**config.mk**
```make
export PLATFORM = sky130hd
export DESIGN_NAME = spi_sclk_engine_flat
export DESIGN_NICKNAME = d
export VERILOG_FILES = /design/src/rtl/spi_sclk_engine_if.sv /design/src/rtl/spi_sclk_engine.sv /design/src/flat_wrapper.sv
export SDC_FILE = /design/constraint.sdc
export NUM_CORES = 1
export LEC_CHECK = 0
export CELL_PAD_IN_SITES_DETAIL_PLACEMENT = 1
export CELL_PAD_IN_SITES_GLOBAL_PLACEMENT = 2
export CORE_MARGIN = 2
export CORE_UTILIZATION = 38
export DETAILED_ROUTE_END_ITERATION = 12
export PLACE_DENSITY_LB_ADDON = 0.1
export SLEW_MARGIN = 0
export SYNTH_ARGS = -nofsm -noshare
export SYNTH_HDL_FRONTEND = slang
export SYNTH_SLANG_ARGS = --single-unit
```
**constraint.sdc**
```tcl
create_clock -name i_clk -period 3.25 [get_ports i_clk]
set_input_delay 0.65 -clock i_clk [delete_from_list [all_inputs] [get_ports i_clk]]
set_output_delay 0.65 -clock i_clk [all_outputs]
set_load 0.05 [all_outputs]
```
**src/rtl/spi_sclk_engine_if.sv**
```systemverilog
// Control/status bundle between the SPI register block and the SCLK engine.
interface spi_sclk_engine_if #(
    parameter int unsigned DIV_W = 8,
    parameter int unsigned CNT_W = 6
);
    logic             i_enable;
    logic             i_start;
    logic             i_stop;
    logic             i_cpol;
    logic             i_cpha;
    logic [DIV_W-1:0] i_divider;
    logic [CNT_W-1:0] i_bit_cnt;

    logic             o_busy;
    logic             o_sclk;
    logic             o_lead_edge;
    logic             o_trail_edge;
    logic             o_sample;
    logic             o_shift;
    logic [CNT_W-1:0] o_bit_idx;
    logic             o_done;

    modport master (
        output i_enable, i_start, i_stop, i_cpol, i_cpha, i_divider, i_bit_cnt,
        input  o_busy, o_sclk, o_lead_edge, o_trail_edge, o_sample, o_shift, o_bit_idx, o_done
    );

    modport slave (
        input  i_enable, i_start, i_stop, i_cpol, i_cpha, i_divider, i_bit_cnt,
        output o_busy, o_sclk, o_lead_edge, o_trail_edge, o_sample, o_shift, o_bit_idx, o_done
    );
endinterface

```
**src/rtl/spi_sclk_engine.sv**
```systemverilog
// Single-edge SPI serial-clock generator with CPOL/CPHA support, bit counting,
// abort, and phase-aligned sample/shift strobes for the shift register.
module spi_sclk_engine #(
    parameter int unsigned DIV_W = 8,
    parameter int unsigned CNT_W = 6
) (
    input  logic                 i_clk,
    input  logic                 i_rst,
    spi_sclk_engine_if.slave     bus
);

    typedef enum logic [1:0] {
        ST_IDLE = 2'd0,
        ST_RUN  = 2'd1,
        ST_TAIL = 2'd2
    } state_e;

    state_e           state_q;
    logic [DIV_W-1:0] rem_q;
    logic [DIV_W-1:0] h1_q;
    logic [DIV_W-1:0] h2_q;
    logic [CNT_W-1:0] n_q;
    logic [CNT_W-1:0] bit_idx_q;
    logic             cpol_q;
    logic             cpha_q;
    logic             act_q;
    logic             busy_q;
    logic             sclk_q;
    logic             lead_q;
    logic             trail_q;
    logic             sample_q;
    logic             shift_q;
    logic             done_q;

    logic [DIV_W-1:0] div_d;
    logic [DIV_W-1:0] h1_d;
    logic [DIV_W-1:0] h2_d;
    logic             start_ok;
    logic             abort;
    logic             tick;
    logic             last_bit;

    // Effective divider is clamped to 2; the idle phase takes the extra cycle of an odd divider.
    always_comb begin
        div_d    = (bus.i_divider < DIV_W'(2)) ? DIV_W'(2) : bus.i_divider;
        h1_d     = div_d >> 1;
        h2_d     = div_d - h1_d;
        start_ok = bus.i_enable && bus.i_start && !bus.i_stop && (bus.i_bit_cnt != '0);
        abort    = bus.i_stop || !bus.i_enable;
        tick     = (rem_q == DIV_W'(1));
        last_bit = (bit_idx_q == (n_q - CNT_W'(1)));
    end

    always_ff @(posedge i_clk or posedge i_rst) begin
        if (i_rst) begin
            state_q   <= ST_IDLE;
            rem_q     <= '0;
            h1_q      <= '0;
            h2_q      <= '0;
            n_q       <= '0;
            bit_idx_q <= '0;
            cpol_q    <= 1'b0;
            cpha_q    <= 1'b0;
            act_q     <= 1'b0;
            busy_q    <= 1'b0;
            sclk_q    <= 1'b0;
            lead_q    <= 1'b0;
            trail_q   <= 1'b0;
            sample_q  <= 1'b0;
            shift_q   <= 1'b0;
            done_q    <= 1'b0;
        end else begin
            lead_q   <= 1'b0;
            trail_q  <= 1'b0;
            sample_q <= 1'b0;
            shift_q  <= 1'b0;
            done_q   <= 1'b0;

            unique case (state_q)
                ST_IDLE: begin
                    sclk_q    <= bus.i_cpol;
                    bit_idx_q <= '0;
                    busy_q    <= 1'b0;
                    act_q     <= 1'b0;
                    if (start_ok) begin
                        state_q <= ST_RUN;
                        busy_q  <= 1'b1;
                        h1_q    <= h1_d;
                        h2_q    <= h2_d;
                        rem_q   <= h2_d;
                        n_q     <= bus.i_bit_cnt;
                        cpol_q  <= bus.i_cpol;
                        cpha_q  <= bus.i_cpha;
                        // Mode 0/2 must present the first MOSI bit before the first leading edge.
                        shift_q <= !bus.i_cpha;
                    end
                end

                ST_RUN: begin
                    if (abort) begin
                        state_q   <= ST_IDLE;
                        busy_q    <= 1'b0;
                        sclk_q    <= cpol_q;
                        act_q     <= 1'b0;
                        bit_idx_q <= '0;
                    end else if (tick) begin
                        if (!act_q) begin
                            act_q    <= 1'b1;
                            sclk_q   <= ~cpol_q;
                            lead_q   <= 1'b1;
                            rem_q    <= h1_q;
                            sample_q <= !cpha_q;
                            shift_q  <= cpha_q;
                        end else begin
                            act_q    <= 1'b0;
                            sclk_q   <= cpol_q;
                            trail_q  <= 1'b1;
                            rem_q    <= h2_q;
                            sample_q <= cpha_q;
                            shift_q  <= !cpha_q && !last_bit;
                            if (last_bit) begin
                                state_q <= ST_TAIL;
                            end else begin
                                bit_idx_q <= bit_idx_q + CNT_W'(1);
                            end
                        end
                    end else begin
                        rem_q <= rem_q - DIV_W'(1);
                    end
                end

                ST_TAIL: begin
                    if (abort) begin
                        state_q   <= ST_IDLE;
                        busy_q    <= 1'b0;
                        sclk_q    <= cpol_q;
                        bit_idx_q <= '0;
                    end else if (tick) begin
                        state_q   <= ST_IDLE;
                        busy_q    <= 1'b0;
                        done_q    <= 1'b1;
                        bit_idx_q <= '0;
                    end else begin
                        rem_q <= rem_q - DIV_W'(1);
                    end
                end

                default: begin
                    state_q <= ST_IDLE;
                    busy_q  <= 1'b0;
                end
            endcase
        end
    end

    assign bus.o_busy       = busy_q;
    assign bus.o_sclk       = sclk_q;
    assign bus.o_lead_edge  = lead_q;
    assign bus.o_trail_edge = trail_q;
    assign bus.o_sample     = sample_q;
    assign bus.o_shift      = shift_q;
    assign bus.o_bit_idx    = bit_idx_q;
    assign bus.o_done       = done_q;

endmodule

```
**src/flat_wrapper.sv**
```systemverilog
// flat-port wrapper written by rule: the top's interface ports become plain ports
module spi_sclk_engine_flat 
#(
    parameter int unsigned DIV_W = 8,
    parameter int unsigned CNT_W = 6
)
  (i_clk, i_rst, bus_i_enable, bus_i_start, bus_i_stop, bus_i_cpol, bus_i_cpha, bus_i_divider, bus_i_bit_cnt, bus_o_busy, bus_o_sclk, bus_o_lead_edge, bus_o_trail_edge, bus_o_sample, bus_o_shift, bus_o_bit_idx, bus_o_done);
  spi_sclk_engine_if #(.DIV_W(DIV_W), .CNT_W(CNT_W)) bus_i ();
  input  logic i_clk;
  input  logic i_rst;
  input wire logic [$bits(bus_i.i_enable)-1:0] bus_i_enable;
  input wire logic [$bits(bus_i.i_start)-1:0] bus_i_start;
  input wire logic [$bits(bus_i.i_stop)-1:0] bus_i_stop;
  input wire logic [$bits(bus_i.i_cpol)-1:0] bus_i_cpol;
  input wire logic [$bits(bus_i.i_cpha)-1:0] bus_i_cpha;
  input wire logic [$bits(bus_i.i_divider)-1:0] bus_i_divider;
  input wire logic [$bits(bus_i.i_bit_cnt)-1:0] bus_i_bit_cnt;
  output wire logic [$bits(bus_i.o_busy)-1:0] bus_o_busy;
  output wire logic [$bits(bus_i.o_sclk)-1:0] bus_o_sclk;
  output wire logic [$bits(bus_i.o_lead_edge)-1:0] bus_o_lead_edge;
  output wire logic [$bits(bus_i.o_trail_edge)-1:0] bus_o_trail_edge;
  output wire logic [$bits(bus_i.o_sample)-1:0] bus_o_sample;
  output wire logic [$bits(bus_i.o_shift)-1:0] bus_o_shift;
  output wire logic [$bits(bus_i.o_bit_idx)-1:0] bus_o_bit_idx;
  output wire logic [$bits(bus_i.o_done)-1:0] bus_o_done;
  assign bus_i.i_enable = bus_i_enable;
  assign bus_i.i_start = bus_i_start;
  assign bus_i.i_stop = bus_i_stop;
  assign bus_i.i_cpol = bus_i_cpol;
  assign bus_i.i_cpha = bus_i_cpha;
  assign bus_i.i_divider = bus_i_divider;
  assign bus_i.i_bit_cnt = bus_i_bit_cnt;
  assign bus_o_busy = bus_i.o_busy;
  assign bus_o_sclk = bus_i.o_sclk;
  assign bus_o_lead_edge = bus_i.o_lead_edge;
  assign bus_o_trail_edge = bus_i.o_trail_edge;
  assign bus_o_sample = bus_i.o_sample;
  assign bus_o_shift = bus_i.o_shift;
  assign bus_o_bit_idx = bus_i.o_bit_idx;
  assign bus_o_done = bus_i.o_done;
  spi_sclk_engine #(.DIV_W(DIV_W), .CNT_W(CNT_W)) u_core (.i_clk(i_clk), .i_rst(i_rst), .bus(bus_i));
endmodule
```
* Yosys cells after proc, flatten, opt, wreduce, memory -nomap -nowiden
Cells that the tools add are included.
** Operators by class
- Add/sub/neg operators :: 4
- $lt $le $gt $ge :: 1
- Bitwise logic cells :: 1
- Muxes and demuxes :: 56
- Reductions and logical operators :: 21
- Eq/ne operators :: 15
** Operators with widths (number)
- 2-to-1 mux 8 bit :: 7
- 2-to-1 mux 6 bit :: 6
- 2-to-1 mux 1 bit :: 29
- case mux 8 bit (3 select lines) :: 1
- case mux 6 bit (3 select lines) :: 1
- AND reduction 5 bit :: 3
- 2-to-1 mux 2 bit :: 7
- inequality test 3 x 1 -> 1 bit (second input constant) :: 4
- == test 8 x 1 -> 1 bit (second input constant) :: 1
- less-than comparator 8 x 2 -> 1 bit (second input constant) :: 1
- subtractor 8 x 1 -> 8 bit (second input constant) :: 1
- subtractor 8 x 7 -> 8 bit :: 1
- adder 6 x 1 -> 6 bit (second input constant) :: 1
- == test 6 bit :: 1
- inequality test 2 x 1 -> 1 bit (second input constant) :: 3
- inequality test 2 bit (second input constant) :: 3
- case mux 1 bit (3 select lines) :: 2
- case mux 2 bit (3 select lines) :: 1
- AND reduction 2 bit :: 3
- nonzero test 6 bit :: 1
- subtractor 6 x 1 -> 6 bit (second input constant) :: 1
- logical NOT 1 bit :: 5
- logical AND 1 bit :: 4
- case mux 1 bit (2 select lines) :: 2
- other kinds (9) :: 9
** Word-level totals
- Register bits after elaboration :: 47
- Word-level logic and storage cells :: 114
- Output and inout bits :: 13
- Input bits :: 21

* Longest topological paths before layout
Gate-level depths: netlist of the first run.
- Depth after elaboration :: 8
- Mapped depth :: 12
- Mapped depth without buffers :: 12

* Worst setup path before layout of the first run
No wires, ideal clock.
- Kind :: input to register
- Start :: in bus_i_divider[6]
- End :: reg u_core.rem_q[7]
- Setup time :: 0.122 ns
- Stages :: 11
- Required time :: 3.128 ns
- Path buffers :: 0
- Data arrival time :: 2.806 ns
- Path slack :: 0.323 ns
- Cell sequence :: inv_1 > ha_1 > a31oi_1 > inv_1 > ha_1 > nor2b_1 > o31a_1 > or4_1 > a21oi_1 > nand2_1 > a32o_1
** Between the ends
- Word-level cells in the longest chain between the ends :: 5
** RTL lines
- start: declaration :: line flat_wrapper.sv:16 : input wire logic [$bits(bus_i.i_divider)-1:0] bus_i_divider;
- less-than comparator 8 x 2 -> 1 bit :: line spi_sclk_engine.sv:45 : div_d = (bus.i_divider < DIV_W'(2)) ? DIV_W'(2) : bus.i_divider;
- 2-to-1 mux 8 bit :: line spi_sclk_engine.sv:45
- via u_core.div_d[1] :: line spi_sclk_engine.sv:35 : logic [DIV_W-1:0] div_d;
- subtractor 8 x 7 -> 8 bit :: line spi_sclk_engine.sv:47 : h2_d = div_d - h1_d;
- 2-to-1 mux 8 bit :: line spi_sclk_engine.sv:85 : if (start_ok) begin
- case mux 8 bit (3 select lines) :: line spi_sclk_engine.sv:79 : unique case (state_q)
- end signal: assignment :: line spi_sclk_engine.sv:111 : rem_q <= h1_q;
- end signal: assignment :: line spi_sclk_engine.sv:118 : rem_q <= h2_q;
- end signal: assignment :: line spi_sclk_engine.sv:128 : rem_q <= rem_q - DIV_W'(1);
- end: declaration :: line spi_sclk_engine.sv:19 : logic [DIV_W-1:0] rem_q;
The timed path passes the listed nets, and every way through them passes these cells. The select of a mux whose other input is x is not followed.
A chain may end at the register's enable or synchronous reset.

* Worst setup path in the final report of the first run
Ends and elaborated chain as after synthesis.

==> reports/qor.csv, run 1 <==
metric,value,unit
status,"finished, final reports clean",
finalSetupViolCount,0,
clock_sink_count,47,
gp_routability_congestion,0.802,
critPathRequiredTime,3.44,ns
worstHoldStart,u_core.bus.o_sclk,
fill_cells,923,
antenna_violations_before_repair,0,
reg2reg_from,u_core.state_q[1],
critical_path.slowest_cell,clkdlybuf4s50_1,
drt_iter0_drc,61,
yosys.area.top_type_share,38.4,%
pwr_cell_area,731,nW/um2
postLayoutCellArea,3670,um2
timing.fmax,321,MHz
cts_buffers,5,
cts.hold.buffers_added,0,
endpoint,u_core.rem_q[7],
clock_path_buffers,2,
post_synth_most_frequent_cells,"dfrtp_1, nand2_1, o21ai_0",
detail_route.vias_per_cell,5.30,
fp_rows,32,
synth-edff-count,0,
ys_seq_area_share,38.4,%
peakVddDrop,0.294,mV
floorplan.initialDensity,39.4,%
setup_total_negative_slack,0,ns
startpoint_type,input pin,
syn-mean-instance-area,9.09,um2
dominant_cell_by_count_in_the_synthesized_netlist,dfrtp_1,
ctsRootBufferMaster,clkbuf_8,
leakagePower,0.00161,uW
design.die.area,8790,um2
grt_overflow_total,0,
critical_path_max_stage_delay,0.48,ns
die_width,93.8,um
final_nets,413,
grt_pass1_wl,13500,um
crit_fanout,3,
drc,0,
post_dp_hpwl,6310,um
final-hold-violation-count,0,
period_minus_slack,3.11,ns
fp.coreArea,7770,um2
placed_cell_area,3570,um2
hold_path_class,register to register,
grt_setup_unrepaired,true,
worst_setup_path_class,input pin to register,
final_max_slew_viol_count,0,
layout-drive-gt1-share,13.6,%
setup.worst_path.end_class,register,
ys_warn_count,0,
synthDominantAreaCellType,dfrtp_1,
clock_transition_at_the_register_clock_pins_on_the_worst_setup_and_hold_paths_after_cts,0.09,ns
tritoncts,built,
detail_route.first_pass.iterations,4,
ant_nets,0,
clock-skew-final,0.00924,ns
post_synth_instance_area,3060,um2
synth_ff_type,dfrtp_1,
stdcell_count,478,
r2r-end,u_core.state_q[0],
reg2reg_slack,0.76,ns
totalWireLength,7990,um
drt-wirelength-per-cell,16.7,um
post_synthesis_instance_total,337,
worstRegToRegCells,8,
worstPathCellList,clkdlybuf4s50_1 -> inv_1 -> ha_1 -> a31oi_1 -> inv_1 -> ha_1 -> nor2b_1 -> o31a_1 -> or4_1 -> a21oi_2 -> nand2_1 -> a32o_1,
dp_slack,-0.307,ns
whs,0.491,ns
grt_max_degree,33,
num_vias,2532,
io-pin-count,34,
postSynthNetCount,375,
slew-limit-headroom,55.7,%
postSynthRegisterBits,47,
multi_input_comb_area,1750,um2
die-height,93.8,um
area.sequential,1180,um2
buffer_ports.inserted,33,
crit_path_arrival_time,3.30,ns
synth_top_cells_by_area,"dfrtp_1, ha_1, mux2_2",
place.detailed.instances,470,
synth_async_sr_flop_share,100,%
num_antenna_cells,0,
netlist-cell-type-count,58,
finalCritPeriodShare,95.8,%
worst_slew_pin_slew,0.664,ns
clk-insertion-delay-late,0.30,ns
htreeDepth,2,
max-cap-violations,0,
first_global_vias,2710,
timing.critical_path.from,bus_i_divider[6],
postLayoutSetupSlackWorst,0.135,ns
grt.total_usage,19.6,%
areaGrowthSynthToFinish,19.9,%
## worst max-delay path: cells and delay by family
family,cells,cell delay [ns]
AO/OA/AOI/OAI,4,0.92
AND/OR/NAND/NOR,3,0.64
buffers and inverters,3,0.62
adder cells (fa/ha/maj),2,0.48
## where the power goes
| group | internal [uW] | total, uW | switching [uW] |
|---|---|---|---|
| logic | 589 | 1330 | 742 |
| clock network | 151 | 352 | 201 |
| registers | 799 | 1000 | 203 |
| total | 1540 | 2690 | 1150 |
## metrics by stage
step,power (uW),util (%)
5_1_grt,2930,47.3
3_3_place_gp,2310,46.0
4_1_cts,2710,47.1
2_1_floorplan,1980,-
3_5_place_dp,2350,46.0
6_report,2690,47.3
## sequential cells by signal (all words and copies together) (netlist names)
| signal | count |
|---|---|
| u_core.h2_q | 8 |
| u_core.rem_q | 8 |
| u_core.h1_q | 7 |
| u_core.bus.o_bit_idx | 6 |
| u_core.n_q | 6 |
| u_core.state_q | 2 |
| u_core.act_q | 1 |
| u_core.bus.o_busy | 1 |
| u_core.bus.o_done | 1 |
| u_core.bus.o_lead_edge | 1 |
| u_core.bus.o_sample | 1 |
| u_core.bus.o_sclk | 1 |
| u_core.bus.o_shift | 1 |
| u_core.bus.o_trail_edge | 1 |
| u_core.cpha_q | 1 |
| u_core.cpol_q | 1 |
## routing by layer
layer,global-route usage (%),routed length (um),vias to the layer above
li1,-,-,1264
met1,25.2,3690,1235
met3,2.97,159,7
met2,35.2,4090,26
met4,3.14,57,0
met5,0,0,-
## layout by cell type (no fill, tap or decap), types with 2 or more instances in the layout
cell              n
a21oi_1          19
o211ai_1          2
xor2_1            8
nand3_1           6
a31oi_1           3
mux2i_1           6
or4_1             2
o31ai_1           2
inv_1            17
or3_1             4
and3_1            5
a41o_1            2
mux2_2           13
dfrtp_1          47
o21ai_0          28
o21ai_1           2
nand2b_1          6
nand4_1           5
nor2b_1           4
a31o_2            2
o31a_1            2
xnor2_1          10
clkdlybuf4s50_1  33
ha_1             16
and2_1            4
o22ai_1           3
nand2_1          39
nor3_1            7
nor3b_1           2
buf_4            16
nor2_1           18
o21a_1            5
a21o_1            2
clkbuf_8          5
## worst min path at each step
stage | endpoint | slack (ns) | cells past startpoint
2_1_floorplan | u_core.h1_q[4] | 0.45 | 2
3_3_place_gp | u_core.h2_q[1] | 0.46 | 2
3_5_place_dp | u_core.h1_q[0] | 0.48 | 2
4_1_cts | u_core.h1_q[0] | 0.50 | 2
5_1_grt | u_core.h1_q[0] | 0.53 | 2
6_report | u_core.bus.o_sclk | 0.49 | 1
## layout make-up
type / count / area share, %
Multi-Input combinational cell: 253 / 47.5
Sequential cell: 47 / 32.0
Timing Repair Buffer: 50 / 12.8
Tap cell: 102 / 3.48
Clock buffer: 6 / 1.98
Inverter: 18 / 1.84
Clock inverter: 2 / 0.341
## cell families (layout without fill, tap and decap cells)
kind of cell | after synthesis | after routing | share of synthesized area [%]
xor+xnor | 18 | 18 | 5.15
mux | 19 | 19 | 6.74
compound gates | 86 | 86 | 18.1
buf+inv | 37 | 76 | 5.11
fa+ha+maj | 17 | 17 | 7.19
simple gates | 113 | 113 | 19.3
flops | 47 | 47 | 38.4
## repair_timing
item | CTS | global route
setup buffers | 0 | 0
setup endpoints to repair | 0 | 5
gates resized for setup | 0 | 4
hold endpoints to repair | 0 | 0
No activity file was read; power rests on OpenSTA's default activity.
==> run 2, diff against run 1 <==
Settings changed: CAP_MARGIN set to 15.
==> results of run 2 <==
Final layout, timing and power as in run 1 (identical DEF).
==> run 3, diff against run 2 <==
Settings changed: CORE_UTILIZATION 38 to 35.
Clock period 3.25 ns to 2.9 ns, I/O delays scaled along.
==> reports/qor.csv, run 3 (synthesis gave the netlist of run 1 again) <==
metric,value,unit
status,"finished, final reports clean",
worst_slew_pin_slew,0.640,ns
period_minus_slack,2.75,ns
final_nets,431,
detail_route.first_pass.iterations,4,
max-cap-violations,0,
final_max_slew_viol_count,0,
postLayoutCellArea,3840,um2
largest_registers,"u_core.h2_q x8, u_core.rem_q x8, u_core.h1_q x7",
setup.worst_path.end_class,register,
pwr_cell_area,809,nW/um2
worstPathCellList,dlygate4sd2_1 -> nor4_2 -> a31oi_1 -> inv_1 -> ha_1 -> nor2b_2 -> o31a_1 -> or4_4 -> a21oi_2 -> buf_4 -> xor2_1 -> o21ai_1,
antenna_violations_before_repair,0,
clock_sink_count,47,
die_width,97.6,um
leakagePower,0.00173,uW
reg2reg_slack,0.59,ns
placed_cell_area,3710,um2
cts_buffers,5,
areaGrowthSynthToFinish,25.4,%
portion_of_total_power_attributed_to_the_clock_network,14.8,%
hold_path_class,register to register,
p_seq_share,35.9,%
clock_path_buffers,2,
num_antenna_cells,0,
critical-path-top-delay-family,simple AND/OR/NAND/NOR gates,
ctsRootBufferMaster,clkbuf_8,
crit_path_arrival_time,2.95,ns
die-height,97.6,um
design.die.area,9520,um2
clock-skew-final,0.0121,ns
fp_rows,34,
finalSetupViolCount,0,
htreeDepth,2,
grt_pass1_wl,13900,um
slew-limit-headroom,57.3,%
first_global_vias,2688,
totalWireLength,8330,um
ant_nets,0,
worst_setup_path_class,input pin to register,
crit_fanout,2,
crit_buf_inv,3,
final-hold-violation-count,0,
io-pin-count,34,
finalCritPeriodShare,94.7,%
timing.fmax,364,MHz
drt-wirelength-per-cell,16.6,um
dp_slack,-0.490,ns
power_switching,1300,uW
postLayoutSetupSlackWorst,0.152,ns
gp_routability_congestion,0.800,
cellInternalPower,1810,uW
tritoncts,built,
grt_overflow_total,0,
critical_path.slowest_cell,or4_4,
clock_transition_at_the_register_clock_pins_on_the_worst_setup_and_hold_paths_after_cts,0.10,ns
buffer_ports.inserted,33,
fill_cells,1004,
num_vias,2580,
clk-insertion-delay-late,0.31,ns
netSwitchingFraction,41.8,%
peakVddDrop,0.362,mV
layout-drive-gt1-share,18.3,%
grt_setup_unrepaired,false,
grt.total_usage,18.4,%
pwr-share-comb,49.3,%
critPathRequiredTime,3.11,ns
drt_iter0_drc,70,
grt_max_degree,26,
mostFrequentLayoutCells,"dfrtp_1, nand2_1, buf_4, o21ai_0, clkdlybuf4s50_1",
most_frequent_standard_cell_in_the_layout_excluding_fill_and_tap_cells,dfrtp_1,
detail_route.vias_per_cell,5.14,
fp.coreArea,8590,um2
critical_path_max_stage_delay,0.43,ns
post_dp_hpwl,6500,um
startpoint_type,input pin,
floorplan.initialDensity,35.6,%
report.power.total,3110,uW
drc,0,
-- run 3: timing repair --
action	4_1_cts	5_1_grt
hold buffers	0	0
pin swaps	4	4
endpoints found under the setup margin	7	6
buffers inserted	1	0
resized for setup	11	4
-- run 3: layout make-up --
type / instances / area, um2 / share of cell area [%]
timing repair buffer: 68 / 608 / 15.8
inverter: 18 / 67.6 / 1.76
tap: 108 / 135 / 3.52
clock buffer: 8 / 100 / 2.61
multi-input combinational: 253 / 1750 / 45.7
sequential: 47 / 1180 / 30.6
-- run 3: metal layers --
layer / track usage, % / up-vias / share of wire [%]
met5: 0 / - / 0
met4: 4.49 / 0 / 1.0
met3: 2.59 / 4 / 2.4
met2: 32.5 / 29 / 50
met1: 23.6 / 1249 / 47
li1: - / 1298 / -
-- run 3: power by group through the flow --
stage	registers, uW	logic, uW	clock network (uW)
after floorplan	1120	1100	0
after global placement	1120	1520	0
after detailed placement	1130	1550	0
after CTS	1120	1560	476
after global routing	1160	1720	501
final	1120	1530	459
-- run 3: through the flow --
stage,cells,hold WS (ns),TNS [ns],utilization (%)
after floorplan,337,0.446,0,-
after global placement,493,0.462,-3.27,43.1
after detailed placement,493,0.472,-3.98,43.1
after CTS,502,0.495,0,44.6
after global routing,502,0.519,0,44.7
final,502,0.487,0,44.7
-- run 3: final timing paths --
kind                                         from                end  cells after the start
worst min-delay path            u_core.bus.o_sclk  u_core.bus.o_sclk                      1
worst min register to register  u_core.bus.o_sclk  u_core.bus.o_sclk                      1
worst max-delay path             bus_i_divider[3]     u_core.h2_q[7]                     12
min in group asynchronous                   i_rst      u_core.cpha_q                      2
max in group asynchronous                   i_rst    u_core.rem_q[6]                      3
worst max register to register    u_core.rem_q[1]    u_core.rem_q[2]                      8
